**config.mk**
```make
export PLATFORM = sky130hd
export DESIGN_NAME = alu_exec_unit
export DESIGN_NICKNAME = d
export VERILOG_FILES = /design/src/rtl/alu_exec_unit_pkg.sv /design/src/rtl/alu_exec_unit_shift.sv /design/src/rtl/alu_exec_unit.sv
export SDC_FILE = /design/constraint.sdc
export NUM_CORES = 1
export LEC_CHECK = 0
export ABC_AREA = 1
export BUFFER_PORTS_ARGS = -buffer_cell sky130_fd_sc_hd__clkbuf_2
export CAP_MARGIN = 0
export CORE_ASPECT_RATIO = 1.2
export CORE_MARGIN = 1
export CORE_UTILIZATION = 41
export DETAILED_ROUTE_END_ITERATION = 8
export MAX_ROUTING_LAYER = met4
export PLACE_DENSITY_LB_ADDON = 0.2
export SYNTH_ARGS = -nofsm -noshare
export SYNTH_HDL_FRONTEND = slang
export SYNTH_SLANG_ARGS = --single-unit
```
**constraint.sdc**
```tcl
create_clock -name clk -period 5.3 [get_ports clk]
set_input_delay 0.265 -clock clk [delete_from_list [all_inputs] [get_ports clk]]
set_output_delay 0.265 -clock clk [all_outputs]
set_load 0.02 [all_outputs]
```
**src/rtl/alu_exec_unit_pkg.sv**
```systemverilog
// alu_exec_unit_pkg
//   Shared constants for the execute-stage ALU: the 4-bit ALU control codes
//   produced by the decode-side ALU controller and the execute FSM states.
//   Users import this package and refer to the codes symbolically.
package alu_exec_unit_pkg;

  typedef enum logic [3:0] {
    ALU_ADD  = 4'b0000,
    ALU_SLL  = 4'b0001,
    ALU_SLT  = 4'b0010,
    ALU_SLTU = 4'b0011,
    ALU_XOR  = 4'b0100,
    ALU_SRL  = 4'b0101,
    ALU_OR   = 4'b0110,
    ALU_AND  = 4'b0111,
    ALU_SUB  = 4'b1000,
    ALU_SRA  = 4'b1101
  } alu_op_e;

  typedef enum logic [1:0] {
    ST_IDLE  = 2'd0,
    ST_SHIFT = 2'd1,
    ST_DONE  = 2'd2
  } state_e;

  function automatic logic is_shift_op(input logic [3:0] code);
    return (code == ALU_SLL) || (code == ALU_SRL) || (code == ALU_SRA);
  endfunction

endpackage

```
**src/rtl/alu_exec_unit_shift.sv**
```systemverilog
// alu_shift_unit
//   Shifter used by alu_exec_unit.
//   Default build: iterative shifter. load_i captures operand, amount and
//   direction; afterwards the working register moves one bit per cycle until
//   the counter drains. step_o is the working value after the next 1-bit step,
//   last_o flags that the next step is the final one.
//   ALU_BARREL_SHIFT_EN defined: purely combinational barrel shifter; step_o
//   is the fully shifted operand and there is no clock, counter or state.
//
//   Ports (iterative build):
//     clk, rst    clock, asynchronous active-high reset
//     load_i      start a shift (shift amount must be non-zero)
//     left_i      1 = SLL, 0 = right shift
//     arith_i     1 = SRA (sign fill) when shifting right
//     operand_i   value to shift
//     shamt_i     shift amount
//     step_o      working register shifted by one bit
//     last_o      counter == 1
//   Ports (barrel build): left_i, arith_i, operand_i, shamt_i, step_o.
module alu_shift_unit #(
  parameter int unsigned XLEN = 32
) (
`ifndef ALU_BARREL_SHIFT_EN
  input  logic                      clk,
  input  logic                      rst,
  input  logic                      load_i,
`endif
  input  logic                      left_i,
  input  logic                      arith_i,
  input  logic [XLEN-1:0]           operand_i,
  input  logic [$clog2(XLEN)-1:0]   shamt_i,
  output logic [XLEN-1:0]           step_o
`ifndef ALU_BARREL_SHIFT_EN
  ,
  output logic                      last_o
`endif
);

  localparam int unsigned SHW = $clog2(XLEN);

`ifdef ALU_BARREL_SHIFT_EN

  always_comb begin
    step_o = '0;
    if (left_i) begin
      step_o = operand_i << shamt_i;
    end else if (arith_i) begin
      step_o = $unsigned($signed(operand_i) >>> shamt_i);
    end else begin
      step_o = operand_i >> shamt_i;
    end
  end

`else

  logic [XLEN-1:0] work_q;
  logic [SHW-1:0]  cnt_q;
  logic            left_q;
  logic            arith_q;

  always_comb begin
    step_o = '0;
    if (left_q) begin
      step_o = {work_q[XLEN-2:0], 1'b0};
    end else begin
      step_o = {arith_q & work_q[XLEN-1], work_q[XLEN-1:1]};
    end
  end

  assign last_o = (cnt_q == SHW'(1));

  always_ff @(posedge clk or posedge rst) begin
    if (rst) begin
      work_q  <= '0;
      cnt_q   <= '0;
      left_q  <= 1'b0;
      arith_q <= 1'b0;
    end else if (load_i) begin
      work_q  <= operand_i;
      cnt_q   <= shamt_i;
      left_q  <= left_i;
      arith_q <= arith_i;
    end else if (cnt_q != '0) begin
      work_q <= step_o;
      cnt_q  <= cnt_q - SHW'(1);
    end
  end

`endif

endmodule

```
**src/rtl/alu_exec_unit.sv**
```systemverilog
// alu_exec_unit
//   Execute-stage ALU between decode/issue and writeback. Accepts an ALU
//   control code plus two operands over a valid/ready handshake and returns a
//   registered result and zero flag over a second valid/ready handshake.
//   Logic/arithmetic ops take one cycle; shifts take 1 + shamt cycles unless
//   the optional macro ALU_BARREL_SHIFT_EN is defined, in which case every op
//   takes one cycle.
//
//   Ports:
//     clk, rst     clock (rising edge), asynchronous active-high reset
//     in_valid     request valid
//     in_ready     unit can accept a request this cycle (combinational)
//     alu_control  ALU control code (alu_exec_unit_pkg::alu_op_e)
//     operand_a    rs1 value
//     operand_b    rs2 value / immediate; shift amount = low $clog2(XLEN) bits
//     out_valid    result valid
//     out_ready    consumer accepts result
//     result       registered result
//     zero         result == 0, registered alongside result
module alu_exec_unit
  import alu_exec_unit_pkg::*;
#(
  parameter int unsigned XLEN = 32
) (
  input  logic            clk,
  input  logic            rst,
  input  logic            in_valid,
  output logic            in_ready,
  input  logic [3:0]      alu_control,
  input  logic [XLEN-1:0] operand_a,
  input  logic [XLEN-1:0] operand_b,
  output logic            out_valid,
  input  logic            out_ready,
  output logic [XLEN-1:0] result,
  output logic            zero
);

  localparam int unsigned SHW = $clog2(XLEN);

  state_e          state_q;
  logic [XLEN-1:0] result_q;
  logic            zero_q;
  logic            out_valid_q;

  logic [SHW-1:0]  shamt;
  logic            accept;
  logic            start_shift;
  logic [XLEN-1:0] shift_res;
  logic [XLEN-1:0] alu_res_d;

  assign shamt     = operand_b[SHW-1:0];
  assign in_ready  = (state_q == ST_IDLE) || ((state_q == ST_DONE) && out_ready);
  assign accept    = in_valid && in_ready;
  assign out_valid = out_valid_q;
  assign result    = result_q;
  assign zero      = zero_q;

`ifdef ALU_BARREL_SHIFT_EN
  assign start_shift = 1'b0;

  alu_shift_unit #(.XLEN(XLEN)) u_shift (
    .left_i    (alu_control == ALU_SLL),
    .arith_i   (alu_control == ALU_SRA),
    .operand_i (operand_a),
    .shamt_i   (shamt),
    .step_o    (shift_res)
  );
`else
  logic shift_last;

  assign start_shift = accept && is_shift_op(alu_control) && (shamt != '0);

  alu_shift_unit #(.XLEN(XLEN)) u_shift (
    .clk       (clk),
    .rst       (rst),
    .load_i    (start_shift),
    .left_i    (alu_control == ALU_SLL),
    .arith_i   (alu_control == ALU_SRA),
    .operand_i (operand_a),
    .shamt_i   (shamt),
    .step_o    (shift_res),
    .last_o    (shift_last)
  );
`endif

  // Single-cycle datapath for the op presented at the input.
  always_comb begin
    alu_res_d = '0;
    case (alu_control)
      ALU_ADD:  alu_res_d = operand_a + operand_b;
      ALU_SUB:  alu_res_d = operand_a + ~operand_b + XLEN'(1);
      ALU_SLT:  alu_res_d = {{(XLEN-1){1'b0}}, ($signed(operand_a) < $signed(operand_b))};
      ALU_SLTU: alu_res_d = {{(XLEN-1){1'b0}}, (operand_a < operand_b)};
      ALU_XOR:  alu_res_d = operand_a ^ operand_b;
      ALU_OR:   alu_res_d = operand_a | operand_b;
      ALU_AND:  alu_res_d = operand_a & operand_b;
`ifdef ALU_BARREL_SHIFT_EN
      ALU_SLL, ALU_SRL, ALU_SRA: alu_res_d = shift_res;
`else
      // Only shamt == 0 completes here; non-zero amounts go through ST_SHIFT.
      ALU_SLL, ALU_SRL, ALU_SRA: alu_res_d = operand_a;
`endif
      default:  alu_res_d = '0;
    endcase
  end

  // An accept can only happen in IDLE or in DONE with out_ready, so it is
  // handled first; it covers the back-to-back DONE -> DONE/SHIFT transition.
  always_ff @(posedge clk or posedge rst) begin
    if (rst) begin
      state_q     <= ST_IDLE;
      result_q    <= '0;
      zero_q      <= 1'b1;
      out_valid_q <= 1'b0;
    end else if (accept) begin
      if (start_shift) begin
        state_q     <= ST_SHIFT;
        out_valid_q <= 1'b0;
      end else begin
        result_q    <= alu_res_d;
        zero_q      <= (alu_res_d == '0);
        state_q     <= ST_DONE;
        out_valid_q <= 1'b1;
      end
    end else begin
      case (state_q)
`ifndef ALU_BARREL_SHIFT_EN
        ST_SHIFT: begin
          if (shift_last) begin
            result_q    <= shift_res;
            zero_q      <= (shift_res == '0);
            state_q     <= ST_DONE;
            out_valid_q <= 1'b1;
          end
        end
`endif
        ST_DONE: begin
          if (out_ready) begin
            state_q     <= ST_IDLE;
            out_valid_q <= 1'b0;
          end
        end
        default: ;
      endcase
    end
  end

endmodule

```
==> results of run 1 <==
-- power by group --
part	internal (W)	switching (W)	leakage, nW
Clock	0.000421	0.000238	0.162
Combinational	0.000602	0.00134	5.62
Sequential	0.000807	0.000141	0.938
Total	0.00183	0.00172	6.72
-- cells by family (layout without fill, tap and decap cells) --
logic type,count (synthesis),after routing,synth area share
XOR/XNOR,3,3,0.002412
adder cells (fa/ha/maj),108,108,0.1254
AO/OA/AOI/OAI,270,270,0.1529
AND/OR/NAND/NOR,998,998,0.3841
buffers and inverters,434,488,0.1652
flip-flops,74,74,0.1701
-- per-stage QoR --
stage | utilization | instances | hold slack (ns)
2_1_floorplan | - | 1887 | 0.4016
5_1_grt | 0.4497 | 2276 | 0.2879
4_1_cts | 0.4497 | 2276 | 0.2362
3_3_place_gp | 0.4375 | 2260 | 0.4672
6_report | 0.4497 | 2276 | 0.1792
3_5_place_dp | 0.4375 | 2260 | 0.4677
-- critical path, delay by kind of cell, from the launching register on --
kind / cells / cell delay (ns)
buf+inv: 4 / 1.42
simple gates: 5 / 1.29
compound gates: 1 / 0.47
flops: 1 / 0.38
-- cell usage in the layout (no fill, tap or decap), types with 33 or more instances in the layout --
| master | n |
|---|---|
| nand2_1 | 580 |
| inv_1 | 351 |
| nand3_1 | 182 |
| nor2_1 | 156 |
| ha_1 | 106 |
| clkbuf_2 | 106 |
| o21ai_0 | 86 |
| a21oi_1 | 74 |
| dfrtp_1 | 73 |
| o22ai_1 | 33 |
-- worst min-delay path by stage --
stage | startpoint | end | cells after the start
floorplan | operand_a[29] | u_shift.work_q[29] | 2
global placement | result[27] | result[27] | 2
detailed placement | result[21] | result[21] | 2
CTS | rst | u_shift.work_q[21] | 3
global route | rst | result[24] | 3
finish | rst | u_shift.work_q[28] | 3
-- layout make-up --
type	instances	area, um2	area share
clock buffer	10	239.0	0.02029
clock inverter	6	80.08	0.006800
inverter	358	1345	0.1142
multi-input combinational	1379	7249	0.6156
sequential	74	1853	0.1574
tap	335	419.2	0.03559
timing repair buffer	114	590.6	0.05015
-- state kept, by name (all words and copies together), names as in the netlist --
| register | cells |
|---|---|
| state_q | 2 |
| result | 32 |
| zero | 1 |
| u_shift.left_q | 1 |
| u_shift.cnt_q | 5 |
| u_shift.work_q | 32 |
| u_shift.arith_q | 1 |
-- per-layer routing --
layer  track usage  up-vias  part of all wire
met5             -        -                 0
met4        0.1024        0             0.028
met3       0.02608       67             0.066
met2        0.5539      493              0.47
met1        0.4431     5841              0.43
li1              -     6089                 -
-- Yosys cell counts (all sizes together) (6+ instances only) --
library cell | instances | share of area
a21oi | 77 | 0.037
a221oi | 17 | 0.014
buf | 52 | 0.034
clkbuf | 24 | 0.0083
dfrtp | 73 | 0.17
ha | 106 | 0.12
inv | 358 | 0.12
nand2 | 590 | 0.21
nand3 | 184 | 0.086
nand4 | 25 | 0.014
nor2 | 174 | 0.064
nor3 | 15 | 0.0074
o21ai | 86 | 0.040
o21bai | 6 | 0.0041
o221ai | 31 | 0.025
o22ai | 33 | 0.019
==> impl_metrics.csv, run 1 <==
group,metric,value,unit
global_routing,grt_overflow_total,0,
sta,hold_violations,0,
setup_path,crit_end,"u_shift.work_q[6]",
die,ios,107,
clock_network,cts_root_buffer,"clkbuf_16",
sta,tightest_slew,1.111,ns
finish,final_nets,2116,
finish,fillers,2967,
die,core,26190,um2
setup_path,start_kind,"flip-flop",
sta,fin_ws,1.570,ns
global_routing,grt_pass1_wl,67540,um
status,status,"finished, final reports clean",
setup_path,cp_cell_sequence,"inv_1 -> nor2_1 -> nor2_1 -> nand2_1 -> buf_4 -> inv_2 -> nand3_4 -> buf_4 -> nand2_1 -> o221ai_1",
sta,max_freq,268.1,MHz
drt,drt-wirelength-per-cell,19.64,um
worst_hold_path,min_path_type,"in -> async",
clock_network,path_clk_slew,0.06,ns
clock_network,clock_latency,0.34,ns
global_routing,grt_pass1_vias,11891,
sta,fin_crit,3.730,ns
drt,finalWirelength,44690,um
sta,skew,0.004935,ns
setup_path,critPathRequiredTime,5.52,ns
die,dieArea,27230,um2
setup_path,crit_type,"reg -> reg",
sta,slew_viol_final,0,
global_routing,antenna_found_initial,0,
clock_network,htreeDepth,3,
placed_design,numPortBuffers,106,
clock_network,post-cts-setup-buffers,0,
placed_design,place.gp.congestion,1.005,
setup_path,worstReg2RegStart,"state_q[1]",
clock_network,clock_path_buffers,2,
setup_path,cpPeakStageDelay,0.87,ns
synthesis,netlist_instances,1887,
sta,setup_viol_count_final,0,
setup_path,worstSetupEndpointType,"flip-flop",
sta,rsz0062_at_grt,"no",
synthesis,synth_area,10890,um2
synthesis,yosysUniqueCellTypes,47,
global_routing,grt_use_total,0.3395,
drt,vias,12490,
clock_network,numCtsBuffers,9,
drt,vias_per_cell,5.488,
setup_path,cp.arrival,3.95,ns
die,start_util,0.4160,
finish,drive_above_1_share,0.08964,
synthesis,synth_seq_cells,74,
drt,drcViolationCount,0,
die,die_w,150.8,um
synthesis,synth.net_count,2067,
synthesis,yosysWarnings,0,
placed_design,dpl_cell_area,11460,um2
clock_network,cts-resized-gates,0,
drt,drt_iter0_drc,957,
sta,timing.setup.tns,0,ns
setup_path,reg2reg_slack,1.57,ns
finish,area_growth_syn_to_layout,8.097,%
drt,dr.pass1.iters,5,
sta,period_share,0.7038,
clock_network,cts.sinks,74,
synthesis,synth_area_per_cell,5.773,um2
placed_design,hpwl,36330,um
placed_design,pre_cts_slack,1.665,ns
setup_path,worstSetupStartpoint,"state_q[1]",
clock_network,cts_tree,"built",
setup_path,critPathMaxFanout,80,
die,die_height,180.6,um
sta,max_slew_margin,0.2574,
run,drv_cap,0,
setup_path,r2r_cells,10,
power,power,0.003548,W
synthesis,synth_ff_type,"dfrtp_1",
power,leakagePower,6.722,nW
finish,n_antenna_cell,0,
setup_path,r2r-end,"u_shift.work_q[6]",
global_routing,grt_max_degree,81,
die,rows,65,
power,ir_drop,0.3439,mV
synthesis,synthArstFlopShare,1.000,
setup_path,cp_slowest_cell,"nand2_1",
clock_network,cts.hold.buffers_added,0,
finish,final_area,11780,um2
synthesis,ys_seq_area_frac,0.1701,
synthesis,synth_enable_flop_cells,0,
drt,drt.antenna.violating_nets,0,
power,powerDensity,301.3,nW/um2
Power figures use the tool's default switching activity.
==> inputs of run 2 (changes only) <==
==> constraint.sdc (replaced) <==
create_clock -name clk -period 3.57 [get_ports clk]
set_input_delay 0.1785 -clock clk [delete_from_list [all_inputs] [get_ports clk]]
set_output_delay 0.1785 -clock clk [all_outputs]
set_load 0.02 [all_outputs]
==> run 2 against run 1 <==
Against the previous run:
- the run now ends with hold timing left
- sequential power grew 48%
- combinational power is 54% higher
- sequential share of layout area shrank 0.081 points
- first-iteration DRC count increased by 19%
- clock skew increased by 0.0031 ns
- cell area grew 0.52%
- critical endpoint is now zero
- sequential cell count stayed put
- register-to-register slack worse by 0.67 ns
- final cell count rose by 0.35%
- critical path depth rose by 9
- critical path type is now in -> reg
==> impl_metrics.csv, run 2 (same netlist as run 1, synthesis figures left out) <==
group,metric,value,unit
finish,final_nets,2124,
placed_design,place.gp.congestion,1.063,
sta,tightest_slew,0.9249,ns
global_routing,grt_pass1_wl,67410,um
drt,met1_length,19160,um
die,die_height,180.6,um
placed_design,hpwl,36430,um
die,ios,107,
sta,hold_violations,8,
power,ir_drop,0.5420,mV
clock_network,cts_tree,"built",
sta,holdWs,-0.002711,ns
finish,drive_above_1_share,0.09184,
drt,vias_per_cell,5.578,
die,die_w,150.8,um
drt,drcViolationCount,0,
drt,drt_iter0_drc,1143,
clock_network,path_clk_slew,0.06,ns
clock_network,clock_latency,0.34,ns
finish,layout_common_cells,"580 x nand2_1, 351 x inv_1, 182 x nand3_1",
finish,fillers,2868,
drt,finalWirelength,44950,um
setup_path,critPathMaxFanout,9,
status,violations,"hold timing",
global_routing,antenna_found_initial,1,
sta,fin_crit,2.910,ns
power,leakagePower,6.749,nW
drt,wl_met3,3319,um
sta,timing.setup.tns,0,ns
drt,top_layer,"met4",
run,drv_cap,0,
status,status,"finished, violations left",
clock_network,cts_root_buffer,"clkbuf_16",
die,dieArea,27230,um2
placed_design,numPortBuffers,106,
drt,vias,12741,
global_routing,grt_overflow_total,0,
setup_path,crit_type,"in -> reg",
worst_hold_path,min_path_type,"in -> async",
sta,max_freq,343.6,MHz
setup_path,r2r-end,"u_shift.work_q[11]",
global_routing,grt_max_degree,52,
clock_network,numCtsBuffers,9,
drt,drt-wirelength-per-cell,19.68,um
die,rows,65,
sta,rsz0062_at_grt,"no",
setup_path,worstReg2RegStart,"state_q[1]",
drt,drt.antenna.violating_nets,0,
setup_path,reg2reg_slack,0.90,ns
sta,setup_viol_count_final,0,
sta,period_share,0.8153,
global_routing,grt_use_total,0.3397,
finish,multi_input_area,7244,um2
finish,regArea,1853,um2
sta,slew_viol_final,0,
sta,skew,0.007992,ns
finish,area_growth_syn_to_layout,8.660,%
drt,wl_met2,20540,um
finish,final_area,11840,um2
setup_path,r2r_cells,10,
clock_network,post-cts-setup-buffers,0,
finish,final_cell_count_no_fill,2284,
placed_design,dpl_cell_area,11520,um2
drt,dr.pass1.iters,6,
die,start_util,0.4160,
finish,final_common_cell,"nand2_1",
clock_network,clock_path_buffers,2,
die,core,26190,um2
clock_network,htreeDepth,3,
power,powerDensity,453.1,nW/um2
global_routing,grt_pass1_vias,11792,
setup_path,cp.arrival,3.18,ns
placed_design,place_inst,2268,
sta,max_slew_margin,0.3827,
setup_path,worstSetupStartpoint,"operand_b[4]",
setup_path,start_kind,"input port",
clock_network,cts.hold.buffers_added,0,
finish,n_antenna_cell,0,
clock_network,cts-resized-gates,0,
clock_network,cts.sinks,74,
setup_path,crit_end,"zero",
setup_path,critPathRequiredTime,3.84,ns
setup_path,worstSetupEndpointType,"flip-flop",
-- run 2: report_power, final --
group	internal (W)	switching, W	leakage, nW	total (W)
combinational	0.000917	0.00207	5.66	0.00299
sequential	0.00120	0.000207	0.938	0.00140
clock	0.000614	0.000360	0.147	0.000974
total	0.00273	0.00264	6.75	0.00536
-- run 2: how the worst min path moves through the flow --
stage | startpoint | slack (ns) | depth (start not counted) | endpoint
after floorplan | operand_a[29] | 0.32 | 2 | u_shift.work_q[29]
after global placement | rst | 0.38 | 2 | u_shift.work_q[26]
final | rst | -0.003 | 2 | u_shift.work_q[26]
after CTS | rst | 0.04 | 2 | result[27]
after detailed placement | rst | 0.40 | 2 | u_shift.work_q[26]
after global routing | rst | 0.08 | 2 | u_shift.work_q[21]
-- run 2: metrics by stage --
step	worst slack (ns)	utilization	total power, W
after CTS	0.7687	0.4520	0.005317
after detailed placement	0.4249	0.4401	0.004327
final	0.6596	0.4520	0.005364
after floorplan	1.381	-	0.003358
after global placement	0.3789	0.4401	0.004326
after global routing	0.4615	0.4520	0.005741
-- run 2: layout make-up --
type	instances	area share
Inverter	358	0.1136
Timing Repair Buffer	122	0.05602
Sequential cell	74	0.1565
Multi-Input combinational cell	1379	0.6120
Tap cell	335	0.03541
Clock inverter	4	0.006448
Clock buffer	12	0.01998
-- run 2: routing by layer --
metal / vias up / GRT usage
li1: 6114 / -
met1: 5917 / 0.4540
met2: 608 / 0.5283
met3: 102 / 0.02405
met4: 0 / 0.1356
met5: - / -
-- run 2: critical path, cell delays in order --
cell and delay, ns:
clkbuf_2 0.16, inv_1 0.10, ha_1 0.51, nand2_1 0.18
inv_1 0.09, nand3_1 0.14, nand2_1 0.31, nand2_1 0.16
nand2_1 0.16, nand2_1 0.11, nand2_1 0.08, nand2_1 0.05
nand3_1 0.07, nand2_1 0.08, nor2_1 0.25, nand3_1 0.12
nor2_1 0.17, nand3_1 0.12, a21oi_2 0.12
==> inputs of run 3 (changes only) <==
--- a/config.mk
+++ b/config.mk
@@ -5,7 +5,7 @@
 export SDC_FILE = /design/constraint.sdc
 export NUM_CORES = 1
 export LEC_CHECK = 0
-export ABC_AREA = 1
+export ABC_AREA = 0
 export BUFFER_PORTS_ARGS = -buffer_cell sky130_fd_sc_hd__clkbuf_2
 export CAP_MARGIN = 0
 export CORE_ASPECT_RATIO = 1.2
==> constraint.sdc (replaced) <==
create_clock -name clk -period 2.9 [get_ports clk]
set_input_delay 0.145 -clock clk [delete_from_list [all_inputs] [get_ports clk]]
set_output_delay 0.145 -clock clk [all_outputs]
set_load 0.02 [all_outputs]
==> run 3 against run 2 <==
Against the previous run:
- the flow finishes with violations (setup timing)
- clock skew down 0.0042 ns
- first-iteration DRC count down 18%
- die area down 9.4%
- final cell count down 3.2%
- register-to-register slack worse by 1.1 ns
- sequential power up 14%
- critical path depth down 1
- critical path type unchanged
- critical endpoint unchanged
==> impl_metrics.csv, run 3 <==
group,metric,value,unit
status,status,"finished, violations left",
status,violations,"setup timing",
drt,drt-wirelength-per-cell,19.94,um
synthesis,ys_seq_area_frac,0.1880,
finish,fillers,2146,
drt,drcViolationCount,0,
drt,vias,12678,
power,powerDensity,410.9,nW/um2
sta,fin_crit,3.294,ns
setup_path,worstReg2RegStart,"state_q[1]",
global_routing,grt_pass1_wl,66490,um
synthesis,netlist_top_cells_area,"dfrtp_1 19%, ha_1 13%, a21oi_1 8.3%",
clock_network,cts.sinks,74,
sta,slew_viol_final,0,
clock_network,clock_path_buffers,2,
clock_network,path_clk_slew,0.06,ns
sta,max_freq,303.6,MHz
synthesis,netlist_instances,1391,
die,dieArea,24670,um2
finish,postLayoutCoreUtil,0.6468,
drt,drt.antenna.violating_nets,0,
clock_network,numCtsBuffers,9,
synthesis,netlist.area_leader.share,0.1853,
synthesis,synth.net_count,1571,
sta,setup_viol_count_final,5,
sta,period_share,1.136,
sta,timing.setup.tns,-0.8981,ns
placed_design,numPortBuffers,106,
drt,dr.pass1.iters,5,
sta,max_slew_margin,0.3803,
sta,tightest_slew,0.9295,ns
setup_path,worstSetupEndpointType,"flip-flop",
finish,drive_above_1_share,0.3747,
setup_path,start_kind,"input port",
placed_design,dpl_cell_area,14010,um2
setup_path,worstSetupStartpoint,"operand_a[0]",
synthesis,synth_area,9857,um2
setup_path,crit_type,"in -> reg",
global_routing,grt_pass1_vias,12005,
finish,final_common_cell,"buf_4",
die,die_height,171.9,um
worst_hold_path,min_path_type,"in -> async",
clock_network,clock_latency,0.34,ns
setup_path,r2r_cells,12,
setup_path,crit_end,"zero",
finish,final_area,15110,um2
global_routing,grt_use_total,0.3643,
synthesis,yosysWarnings,0,
finish,regArea,1853,um2
die,core,23350,um2
clock_network,htreeDepth,3,
synthesis,synth_ff_type,"dfrtp_1",
placed_design,hpwl,35850,um
synthesis,yosysTopAreaCell,"dfrtp_1",
global_routing,met2_usage,0.5796,
global_routing,grt_max_degree,76,
global_routing,grt_overflow_total,0,
global_routing,met1_usage,0.4753,
synthesis,yosysMostFrequentCell,"a21oi_1",
power,ir_drop,0.3053,mV
drt,vias_per_cell,5.734,
sta,skew,0.003762,ns
clock_network,cts_tree,"built",
synthesis,yosysUniqueCellTypes,90,
finish,multi_input_area,7910,um2
sta,hold_violations,0,
finish,layout_common_cells,"444 x buf_4, 154 x nand2_1, 152 x a21oi_1",
die,die_w,143.5,um
synthesis,synth_seq_cells,74,
global_routing,gr-usage-met3,0.03185,
synthesis,synth_area_per_cell,7.086,um2
finish,final_nets,2070,
synthesis,synthArstFlopShare,1.000,
drt,drt_iter0_drc,936,
power,leakagePower,7.288,nW
sta,fin_ws,-0.3941,ns
global_routing,antenna_found_initial,1,
clock_network,cts_root_buffer,"clkbuf_16",
setup_path,cp.arrival,3.55,ns
setup_path,critPathRequiredTime,3.15,ns
die,start_util,0.4221,
placed_design,place.gp.congestion,1.029,
finish,area_growth_syn_to_layout,53.26,%
die,rows,61,
run,drv_cap,0,
die,ios,107,
drt,finalWirelength,44090,um
synthesis,synth_enable_flop_cells,0,
setup_path,critPathMaxFanout,3,
synthesis,synth_common_cells,"163 x a21oi_1, 159 x nand2_1, 151 x nor2_1",
setup_path,r2r-end,"zero",
setup_path,reg2reg_slack,-0.18,ns
global_routing,grt.busiest_layer,"met2",
sta,rsz0062_at_grt,"yes",
==> run 3: changes by cell type in the layout (fill, tap and decap cells not counted), moves of 16 or more <==
| cell | previous run | this run |
|---|---|---|
| a22oi_1 | 0 | 17 |
| a21oi_1 | 74 | 152 |
| nand3_1 | 182 | 25 |
| inv_1 | 351 | 96 |
| nand2_1 | 580 | 154 |
| buf_4 | 15 | 444 |
| o21ai_1 | 0 | 16 |
| o221ai_1 | 31 | 5 |
| mux2i_1 | 0 | 37 |
| o22ai_1 | 33 | 13 |
| nor2b_1 | 0 | 16 |
| buf_6 | 0 | 16 |
==> run 3: layer usage <==
metal  share of wire  wire [um]
met5               0          0
met2            0.46      20120
met1            0.43      19080
met3           0.070       3073
met4           0.041       1813
==> run 3: metrics by stage <==
stage / setup slack, ns / power (W) / instances / hold WS, ns
2_1_floorplan: -0.2251 / 0.003433 / 1391 / 0.2618
3_3_place_gp: -1.060 / 0.004859 / 2174 / 0.4389
3_5_place_dp: -1.051 / 0.004903 / 2174 / 0.4598
4_1_cts: -0.3138 / 0.005980 / 2195 / 0.1037
5_1_grt: -0.5352 / 0.006626 / 2211 / 0.1466
6_report: -0.3941 / 0.006208 / 2211 / 0.06065
==> run 3: power breakdown <==
part | internal [W] | total, W | switching, W | leakage [nW]
Sequential | 0.00134 | 0.00159 | 0.000249 | 0.893
Clock | 0.000602 | 0.00100 | 0.000399 | 0.127
Combinational | 0.00162 | 0.00362 | 0.00199 | 6.27
Total | 0.00356 | 0.00621 | 0.00264 | 7.29
==> run 3: worst min-delay path by stage <==
| stage | slack (ns) | endpoint | depth (start not counted) | start |
|---|---|---|---|---|
| finish | 0.06 | u_shift.work_q[22] | 3 | rst |
| global route | 0.15 | u_shift.work_q[21] | 3 | rst |
| CTS | 0.10 | u_shift.work_q[22] | 3 | rst |
| detailed placement | 0.46 | u_shift.work_q[22] | 3 | rst |
| global placement | 0.44 | state_q[1] | 4 | out_ready |
| floorplan | 0.26 | u_shift.cnt_q[2] | 2 | operand_b[2] |
==> run 3: final cells by class <==
class                   count  area share
diodes                      1   0.0001656
clock buffers              14     0.01681
clock inverters             2   0.0008282
inverters                 102     0.02692
multi-input cells        1128      0.5236
flip-flops and latches     74      0.1227
well taps                 315     0.02609
repair buffers            575      0.2829
==> run 3: logic make-up (layout without fill, tap and decap cells) <==
group           count (synthesis)  in the layout  synth area share
compound gates                483            483            0.3168
simple gates                  481            481            0.2263
buf+inv                       189            693           0.07400
fa+ha+maj                     108            108            0.1386
flops                          74             74            0.1880
mux                            44             44           0.04557
xor+xnor                       12             12           0.01066
other cells                     0              1                 0
==> run 3: critical path: stages <==
cell      delay, ns
buf_12         0.11
inv_8          0.05
ha_4           0.14
inv_4          0.04
fa_2           0.37
buf_4          0.15
xnor2_1        0.11
a22oi_1        0.17
o21ai_1        0.08
a222oi_1       0.37
nor4b_2        0.31
nand4_1        0.19
nor4_4         0.32
nand4_1        0.21
nor4_2         0.34
buf_4          0.16
nand4_1        0.10
o31ai_2        0.18
==> run 3: repair_timing <==
action | CTS | global route
resized for setup | 53 | 104
pin swaps | 21 | 47
endpoints found under the setup margin | 13 | 15
buffers inserted | 5 | 18
gates cloned | 0 | 0
hold buffers | 0 | 0
